### src/rtl/seg7_pkg.sv
// Shared seven-segment definitions: glyph table, blank pattern, bit order, decode result type.
package seg7_pkg;

    // Segment bus bit order: bit SEG_A is segment a, bit SEG_G is segment g.
    localparam int unsigned SEG_A       = 0;
    localparam int unsigned SEG_G       = 6;
    localparam int unsigned SEG_W       = SEG_G - SEG_A + 1;
    localparam int unsigned NIBBLE_W    = 4;
    localparam int unsigned GLYPH_COUNT = 16;

    // Active-low patterns, written g..a; identical table to the hex-to-segment driver.
    localparam logic [SEG_W-1:0] SEG_BLANK = 7'b1111111;
    localparam logic [SEG_W-1:0] SEG_GLYPH [GLYPH_COUNT] = '{
        7'b1000000, 7'b1111001, 7'b0100100, 7'b0110000,
        7'b0011001, 7'b0010010, 7'b0000010, 7'b1111000,
        7'b0000000, 7'b0011000, 7'b0001000, 7'b0000011,
        7'b1000110, 7'b0100001, 7'b0000110, 7'b0001110
    };

    typedef struct packed {
        logic                legal;   // glyph or blank
        logic                blank;   // all segments off
        logic [NIBBLE_W-1:0] nibble;  // decoded value, 0 when blank or illegal
    } seg7_decode_t;

    // Forward mapping, kept beside the table so both directions share one source.
    function automatic logic [SEG_W-1:0] hex_to_seg(input logic [NIBBLE_W-1:0] value);
        return SEG_GLYPH[value];
    endfunction

endpackage

### src/rtl/seg7_pattern_to_hex.sv
// Combinational inverse lookup: active-low segment pattern -> {legal, blank, nibble}.
module seg7_pattern_to_hex
    import seg7_pkg::*;
(
    input  logic [SEG_W-1:0] pattern,
    output seg7_decode_t     result
);

    // Match against the blank pattern first, then every glyph in the table.
    always_comb begin
        result = '0;
        if (pattern == SEG_BLANK) begin
            result.legal = 1'b1;
            result.blank = 1'b1;
        end else begin
            for (int i = 0; i < int'(GLYPH_COUNT); i++) begin
                if (pattern == SEG_GLYPH[i]) begin
                    result.legal  = 1'b1;
                    result.nibble = NIBBLE_W'(i);
                end
            end
        end
    end

endmodule

### src/rtl/seven_segment_capture.sv
// Samples a multiplexed active-low 7-segment bus, debounces each (digit, pattern)
// pair and recovers a per-digit hex bank plus one handshaked event per new capture.
module seven_segment_capture
    import seg7_pkg::*;
#(
    parameter int unsigned NUM_DIGITS    = 4,
    parameter int unsigned STABLE_CYCLES = 4
) (
    input  logic                           clk,
    input  logic                           rst_n,
    input  logic [SEG_W-1:0]               seg_in,
    input  logic [NUM_DIGITS-1:0]          dig_sel_in,
    output logic                           evt_valid,
    input  logic                           evt_ready,
    output logic [$clog2(NUM_DIGITS)-1:0]  evt_digit,
    output logic [NIBBLE_W-1:0]            evt_nibble,
    output logic                           evt_blank,
    output logic [NIBBLE_W*NUM_DIGITS-1:0] digits_out,
    output logic [NUM_DIGITS-1:0]          blank_out,
    output logic                           illegal_err,
    output logic                           overflow_err,
    input  logic                           err_clr
);

    localparam int unsigned IDX_W = $clog2(NUM_DIGITS);
    localparam int unsigned CNT_W = $clog2(STABLE_CYCLES + 1);
    localparam logic [CNT_W-1:0] CNT_MAX = CNT_W'(STABLE_CYCLES);

    logic [SEG_W-1:0]      seg_meta, seg_s, seg_prev;
    logic [NUM_DIGITS-1:0] sel_meta, sel_s, sel_prev;
    logic [CNT_W-1:0]      count, count_next;
    logic                  captured, captured_next;
    logic                  changed_c, fire_c;
    logic                  sel_none_c, sel_onecold_c;
    logic [IDX_W-1:0]      sel_idx_c;
    logic                  cap_c, illegal_set_c, overflow_set_c;
    logic                  transfer_c;
    seg7_decode_t          dec_c;

    seg7_pattern_to_hex u_decode (
        .pattern (seg_s),
        .result  (dec_c)
    );

    // Stability tracking: capture fires once, in the cycle the count reaches its limit.
    always_comb begin
        changed_c = {sel_s, seg_s} != {sel_prev, seg_prev};
        if (changed_c) begin
            count_next = CNT_W'(1);
        end else if (count == CNT_MAX) begin
            count_next = count;
        end else begin
            count_next = count + CNT_W'(1);
        end
        fire_c        = !changed_c && (count_next == CNT_MAX) && !captured;
        captured_next = changed_c ? 1'b0 : (captured | fire_c);
    end

    // Digit select classification; index is the position of the single low bit.
    always_comb begin
        sel_none_c    = &sel_s;
        sel_onecold_c = $onehot(~sel_s);
        sel_idx_c     = '0;
        for (int i = 0; i < int'(NUM_DIGITS); i++) begin
            if (!sel_s[i]) begin
                sel_idx_c = IDX_W'(i);
            end
        end
    end

    // Capture outcome: bank/event update, or an illegal flag when select or glyph is bad.
    always_comb begin
        transfer_c     = evt_valid && evt_ready;
        cap_c          = fire_c && sel_onecold_c && dec_c.legal;
        illegal_set_c  = fire_c && !sel_none_c && (!sel_onecold_c || !dec_c.legal);
        overflow_set_c = cap_c && evt_valid && !evt_ready;
    end

    // Two-flop synchronizers, previous-sample register and stability counter.
    always_ff @(posedge clk or negedge rst_n) begin
        if (!rst_n) begin
            seg_meta <= '1;
            seg_s    <= '1;
            sel_meta <= '1;
            sel_s    <= '1;
            seg_prev <= '1;
            sel_prev <= '1;
            count    <= '0;
            captured <= 1'b0;
        end else begin
            seg_meta <= seg_in;
            seg_s    <= seg_meta;
            sel_meta <= dig_sel_in;
            sel_s    <= sel_meta;
            seg_prev <= seg_s;
            sel_prev <= sel_s;
            count    <= count_next;
            captured <= captured_next;
        end
    end

    // Single-entry event register; a capture during a transfer reloads it.
    always_ff @(posedge clk or negedge rst_n) begin
        if (!rst_n) begin
            evt_valid  <= 1'b0;
            evt_digit  <= '0;
            evt_nibble <= '0;
            evt_blank  <= 1'b0;
        end else if (cap_c && (!evt_valid || evt_ready)) begin
            evt_valid  <= 1'b1;
            evt_digit  <= sel_idx_c;
            evt_nibble <= dec_c.blank ? '0 : dec_c.nibble;
            evt_blank  <= dec_c.blank;
        end else if (transfer_c) begin
            evt_valid  <= 1'b0;
        end
    end

    // Per-digit bank; a blank capture keeps the old value and only raises the blank flag.
    always_ff @(posedge clk or negedge rst_n) begin
        if (!rst_n) begin
            digits_out <= '0;
            blank_out  <= '1;
        end else if (cap_c) begin
            if (dec_c.blank) begin
                blank_out[sel_idx_c] <= 1'b1;
            end else begin
                blank_out[sel_idx_c] <= 1'b0;
                digits_out[32'(sel_idx_c)*NIBBLE_W +: NIBBLE_W] <= dec_c.nibble;
            end
        end
    end

    // Sticky error flags; a set in the same cycle beats the clear.
    always_ff @(posedge clk or negedge rst_n) begin
        if (!rst_n) begin
            illegal_err  <= 1'b0;
            overflow_err <= 1'b0;
        end else begin
            if (illegal_set_c) begin
                illegal_err <= 1'b1;
            end else if (err_clr) begin
                illegal_err <= 1'b0;
            end
            if (overflow_set_c) begin
                overflow_err <= 1'b1;
            end else if (err_clr) begin
                overflow_err <= 1'b0;
            end
        end
    end

endmodule

### config.mk
export PLATFORM = sky130hd
export DESIGN_NAME = seven_segment_capture
export DESIGN_NICKNAME = d
export VERILOG_FILES = /design/src/rtl/seg7_pkg.sv /design/src/rtl/seg7_pattern_to_hex.sv /design/src/rtl/seven_segment_capture.sv
export SDC_FILE = /design/constraint.sdc
export NUM_CORES = 1
export LEC_CHECK = 0
export BUFFER_PORTS_ARGS = -buffer_cell sky130_fd_sc_hd__buf_4
export CAP_MARGIN = 0
export CORE_UTILIZATION = 53
export CTS_BUF_LIST = sky130_fd_sc_hd__clkbuf_8
export CTS_CLUSTER_DIAMETER = 60
export DETAILED_ROUTE_END_ITERATION = 7
export GPL_ROUTABILITY_DRIVEN = 0
export GPL_TIMING_DRIVEN = 0
export PLACE_DENSITY = 0.78
export SLEW_MARGIN = 20
export SYNTH_ARGS = -nofsm -noshare
export SYNTH_HDL_FRONTEND = slang
export SYNTH_SLANG_ARGS = --single-unit
### constraint.sdc
create_clock -name clk -period 2.8 [get_ports clk]
set_input_delay 0.7 -clock clk [delete_from_list [all_inputs] [get_ports clk]]
set_output_delay 0.7 -clock clk [all_outputs]
set_load 0.02 [all_outputs]
; After elaboration in Yosys (flattened, before gate mapping)
; Cells that the tools add are included.
[word_totals]
reg_bits = 67
out_inout_bits = 30
elab_cells = 127
[classes]
reduce_logical = 26
add_sub_neg = 5
n_eq_ne = 20
n_lt_le_gt_ge = 2
n_shift = 2
n_mux = 50
n_bitwise = 6
[ops]
columns = op, count
row1 = $mux 4, 11
row2 = $eq 7x7->1 const B, 5
row3 = $neg 4->34, 1
row4 = $shift 4x34->16 const A, 1
row5 = $shiftx 4x34->16, 1
row6 = $mux 1, 27
row7 = $eq 7x5->1 const B, 3
row8 = $eq 7x6->1 const B, 3
row9 = $mux 3, 6
row10 = $bwmux 16, 1
row11 = $eq 7x2->1 const B, 2
row12 = $eq 7x4->1 const B, 2
row13 = $logic_and 1x1->1, 11
row14 = $ne 11x11->1, 1
row15 = $mux 2, 4
row16 = $not 4->4, 2
row17 = $eq 7x3->1 const B, 1
row18 = $logic_not 1->1, 7
row19 = $logic_not 7->1, 1
row20 = $eq 3x3->1 const B, 2
row21 = $reduce_bool 2->1, 3
row22 = $add 1x1->2, 2
row23 = $and 4x4->4, 1
row24 = $or 4x4->4, 1
row25 = other kinds (11), 12

; Depth between registers and ports, before layout
[logic_depth]
ltp_word = 22
depth_mapped = 10

; Cells and area by module
; Synthesis repeated with hierarchy kept, for this count alone.
[hier_totals]
hier_cells = 230
hier_area_um2 = 2999.1
[by_module_without_submodules]
columns = mod, area_per_inst_um2, seq_area_each_um2, cells_per_inst, instances
row1 = seven_segment_capture, 2573.7, 1722.9, 169, 1
row2 = seg7_pattern_to_hex, 425.4, 0.0, 61, 1

; Least setup slack after synthesis
; OpenSTA, ideal clock, no wires.
[synth_timing]
path_kind = register -> register
startpoint = register sel_s[1]
endpoint = register digits_out[10]
n_path_buf = 0
stages_incl_launch_ff = 10
arrival_time_ns = 2.479
setup_slack_ns = 0.197
cell_sequence = dfstp_2 -> fa_1 -> inv_1 -> ha_1 -> ha_1 -> nor2_1 -> and2_1 -> nand3_1 -> nor4b_4 -> mux2_2
[synth_between]
elab_chain_len = 8
word_cells_on_any_way = 20
classes_between = add/sub: 3 / eq/ne: 3 / shift: 2 / mux: 5 / bitwise: 1 / reduce/logical: 6
[synth_lines]
columns = item, line_no
row1 = start: declaration, seven_segment_capture.sv:30  ; logic [NUM_DIGITS-1:0] sel_meta, sel_s, sel_prev;
row2 = start signal: assignment, seven_segment_capture.sv:94  ; sel_s <= sel_meta;
row3 = branches (longest 8 deep; another with $neg 4->34), --
row4 = end signal: indexed assignment, seven_segment_capture.sv:129  ; digits_out[32'(sel_idx_c)*NIBBLE_W +: NIBBLE_W] <= dec_c.nibble;
row5 = end: declaration, seven_segment_capture.sv:18  ; output logic [NIBBLE_W*NUM_DIGITS-1:0] digits_out,
; Several ways; the timed one is not identified.
; A chain may end at the register's enable or synchronous reset.

; Worst setup path after layout
[layout_timing]
startpoint = register sel_s[1]
endpoint = register digits_out[3]
; The elaborated chain is that of the path after synthesis.

==> metrics.md <==
| Metric | Value |
|---|---|
| Mapped Area | `about 3000 um^2` |
| CTS buffer count | `9` |
| WS Path Type | `reg -> reg` |
| Vias in the first global route | `2,083` |
| Critical path required time | `3.04 ns` |
| Reg2reg path depth | `10` |
| Yosys warning count | `0` |
| Layout area overhead | `25.9%` |
| First-pass GRT wire length | `around 9700 um` |
| Post-CTS Hold Buffers | `0` |
| Placed insts | `roughly 340` |
| Met2 Use GR | `approximately 35%` |
| R2r endpoint | `digits_out[3]` |
| Final min period | `between 2 and 3 ns` |
| Met3 usage | `under 10%` |
| Worst Hold Launch | `seg_meta[5]` |
| Buffers on Ports | `44` |
| Final ANT Viol Nets | `0` |
| H-tree depth | `3` |
| Fin area | `3720 um^2` |
| # diodes | `0` |
| Syn_nets | `251` |
| Row cnt | `26` |
| Routed len/inst | `15.9 um` |
| Fin worst setup slack | `about 0.049 ns` |
| Residual DRC | `0` |
| Setup slack, reg-to-reg | `around 0.05 ns` |
| Die Wd | `about 77 um` |
| Crit Path Max Fanout | `5` |
| WL final | `5850 um` |
| Top_reg_cell synth | `dfstp_2` |
| R2r startpoint | `sel_s[1]` |
| Asr flop ratio synth | `100%` |
| Setup TNS | `0 ns` |
| Die height | `roughly 77 um` |
| Nets | `314` |
| Post-Syn Instances | `230` |
| Most frequent cells after synthesis | `dfstp_2 (37), dfrtp_1 (30), mux2_2 (25)` |
| Global Route Usage Sum | `a little over a fifth` |
| Post-synth top area cell | `dfstp_2` |
| DP HPWL | `3740 um` |
| CTS max path bufs | `2` |
| Mean Syn Cell Area | `approximately 13 um^2` |
| Vias per inst | `5.44` |
| Met1 global-route usage | `a little over a quarter` |
| Yosys reg bits | `between 60 and 70` |
| Maximum operating frequency | `0.363 GHz` |
| Top post-synthesis cells by area | `dfstp_2 (33%), dfrtp_1 (25%), mux2_2 (9.5%)` |
| Critical path launch point type | `register` |
| Yosys cell types | `50` |
| CTS clk-pin slew, worst paths | `0.08 ns` |
| Setup violators final | `0` |
| Share of cells above drive strength 1 | `approximately 53%` |
| Grt peak-use layer | `met2` |
| Crit path DAT | `around 3 ns` |
| Maximum VDD drop | `407 uV` |
| Remaining global-route overflow | `0` |
| Largest net degree at the start of global routing | `68` |
| Crit. End Element | `register` |
| Vias | `roughly 2,000` |
| Initial antenna violation count | `0` |
| Final std cells w/o fill | `between 300 and 400` |
| Post-synth EDFFs | `0` |
| Hold path endpoint | `seg_s[5]` |
| Final Hold Fails | `0` |
| DRT iter0 DRCs | `87` |
| PwrDens | `530 nW/um^2` |
| Sequential share of the synthesized area | `58.2%` |
| Hold path depth | `0` |
| Cell with the most instances after synthesis | `dfstp_2` |
| Root buf cell | `clkbuf_8` |
| Worst hold slack | `~0.36 ns` |
| Io pins | `between 40 and 50` |
| Clock Sink Count | `67` |
| Slew HR | `~47%` |
| Synth top area share | `between 30% and 40%` |
| Detailed Routing Iterations Pass 1 | `4` |
| DP Area | `approximately 3400 um^2` |
| HP Class | `reg -> reg` |
| Dpl ws | `-0.130 ns` |
| Fin Clk Skew | `~0.014 ns` |
| Status | `complete, no violations` |
| Die Area | `just under 6000 um^2` |
| Clk_lat worst skew | `0.35 ns` |
| Tcrit/Tclk final | `98.3%` |
| Leak | `approximately 1.7 nW` |
| Slew Viols, Final | `0` |
| Worst-margin pin slew | `about 0.80 ns` |
| Starting Density | `between 50 and 60%` |
| Core footprint | `between 5000 and 6000 um^2` |
| CTS tree | `yes` |
| Max cap viols | `0` |
[metal layers]
layer / wire (um) / part of all wire, % / up-vias
met5: 0 / 0 / -
met4: 87 / 1.5 / 0
met3: 413 / 7.1 / 8
met2: 2930 / 50 / 71
met1: 2410 / 41 / 976
li1: - / - / 948
[worst max path at each step]
stage	start	to	slack, ns	cells after the start
detailed placement	seg_s[2]	digits_out[8]	-0.13	8
global route	sel_s[1]	digits_out[0]	-0.09	10
global placement	seg_s[2]	digits_out[8]	-0.12	8
floorplan	sel_s[1]	digits_out[10]	0.20	9
CTS	seg_s[3]	digits_out[10]	0.008	9
finish	sel_s[1]	digits_out[3]	0.05	10
[critical path, stage by stage, from the launching register on]
cell     delay [ns]
dfstp_2        0.56
fa_1           0.42
inv_1          0.09
ha_2           0.20
ha_4           0.20
nor2_2         0.14
nand2_2        0.12
nor4_2         0.26
and3_1         0.20
buf_4          0.14
mux2_2         0.33
[state kept, by name (all words and copies together) (netlist names), named ones only]
name / flops
count: 3
evt_blank: 1
seg_prev: 7
captured: 1
seg_s: 7
evt_nibble: 4
evt_valid: 1
digits_out: 16
illegal_err: 1
seg_meta: 7
sel_prev: 4
sel_meta: 4
overflow_err: 1
evt_digit: 2
sel_s: 4
[stage by stage]
stage                     util [%]  power, mW
after floorplan                  -       1.12
after global placement        64.5       1.18
after detailed placement      64.5       1.18
after CTS                     68.8       1.97
after global routing          71.1       2.06
final                         71.1       1.97
[final cells by class]
type | count | area [um^2]
Fill cell | 373 | 1510
Clock inverter | 7 | 70.1
Tap cell | 70 | 87.6
Multi-Input combinational cell | 141 | 1200
Timing Repair Buffer | 55 | 413
Sequential cell | 67 | 1720
Inverter | 10 | 37.5
Buffer | 9 | 72.6
Clock buffer | 9 | 124
[kinds of logic after synthesis]
logic type | count (synthesis) | synth area share, %
flops | 67 | 58.2
compound gates | 20 | 5.16
mux | 26 | 9.86
simple gates | 73 | 15.7
xor+xnor | 16 | 4.74
fa+ha+maj | 6 | 2.79
buf+inv | 22 | 3.51
[placed cells by master, fill, tap and decap left out, drive strengths merged, types with 5 or more instances in the layout]
cell    netlist  layout
nand2         9       9
nand3         7       7
nor2         14      14
mux2         25      25
dfrtp        30      30
clkbuf        2      12
nand4         7       7
inv          10      12
ha            5       5
xor2         13      13
dfstp        37      37
buf          10      61
nor4          6       6
[power by group]
| group | leakage (nW) | total, mW | internal, mW | switching, mW |
|---|---|---|---|---|
| clock network | 0.101 | 0.775 | 0.409 | 0.365 |
| logic | 0.799 | 0.165 | 0.0690 | 0.0956 |
| registers | 0.797 | 1.03 | 1.01 | 0.0226 |
| total | 1.70 | 1.97 | 1.49 | 0.484 |
[what timing repair did]
| item | CTS | global route |
|---|---|---|
| pin swaps | 2 | 11 |
| setup endpoints to repair | 12 | 21 |
| buffers inserted | 4 | 7 |
| resized for setup | 4 | 16 |
(Power assumes the default switching activity.)
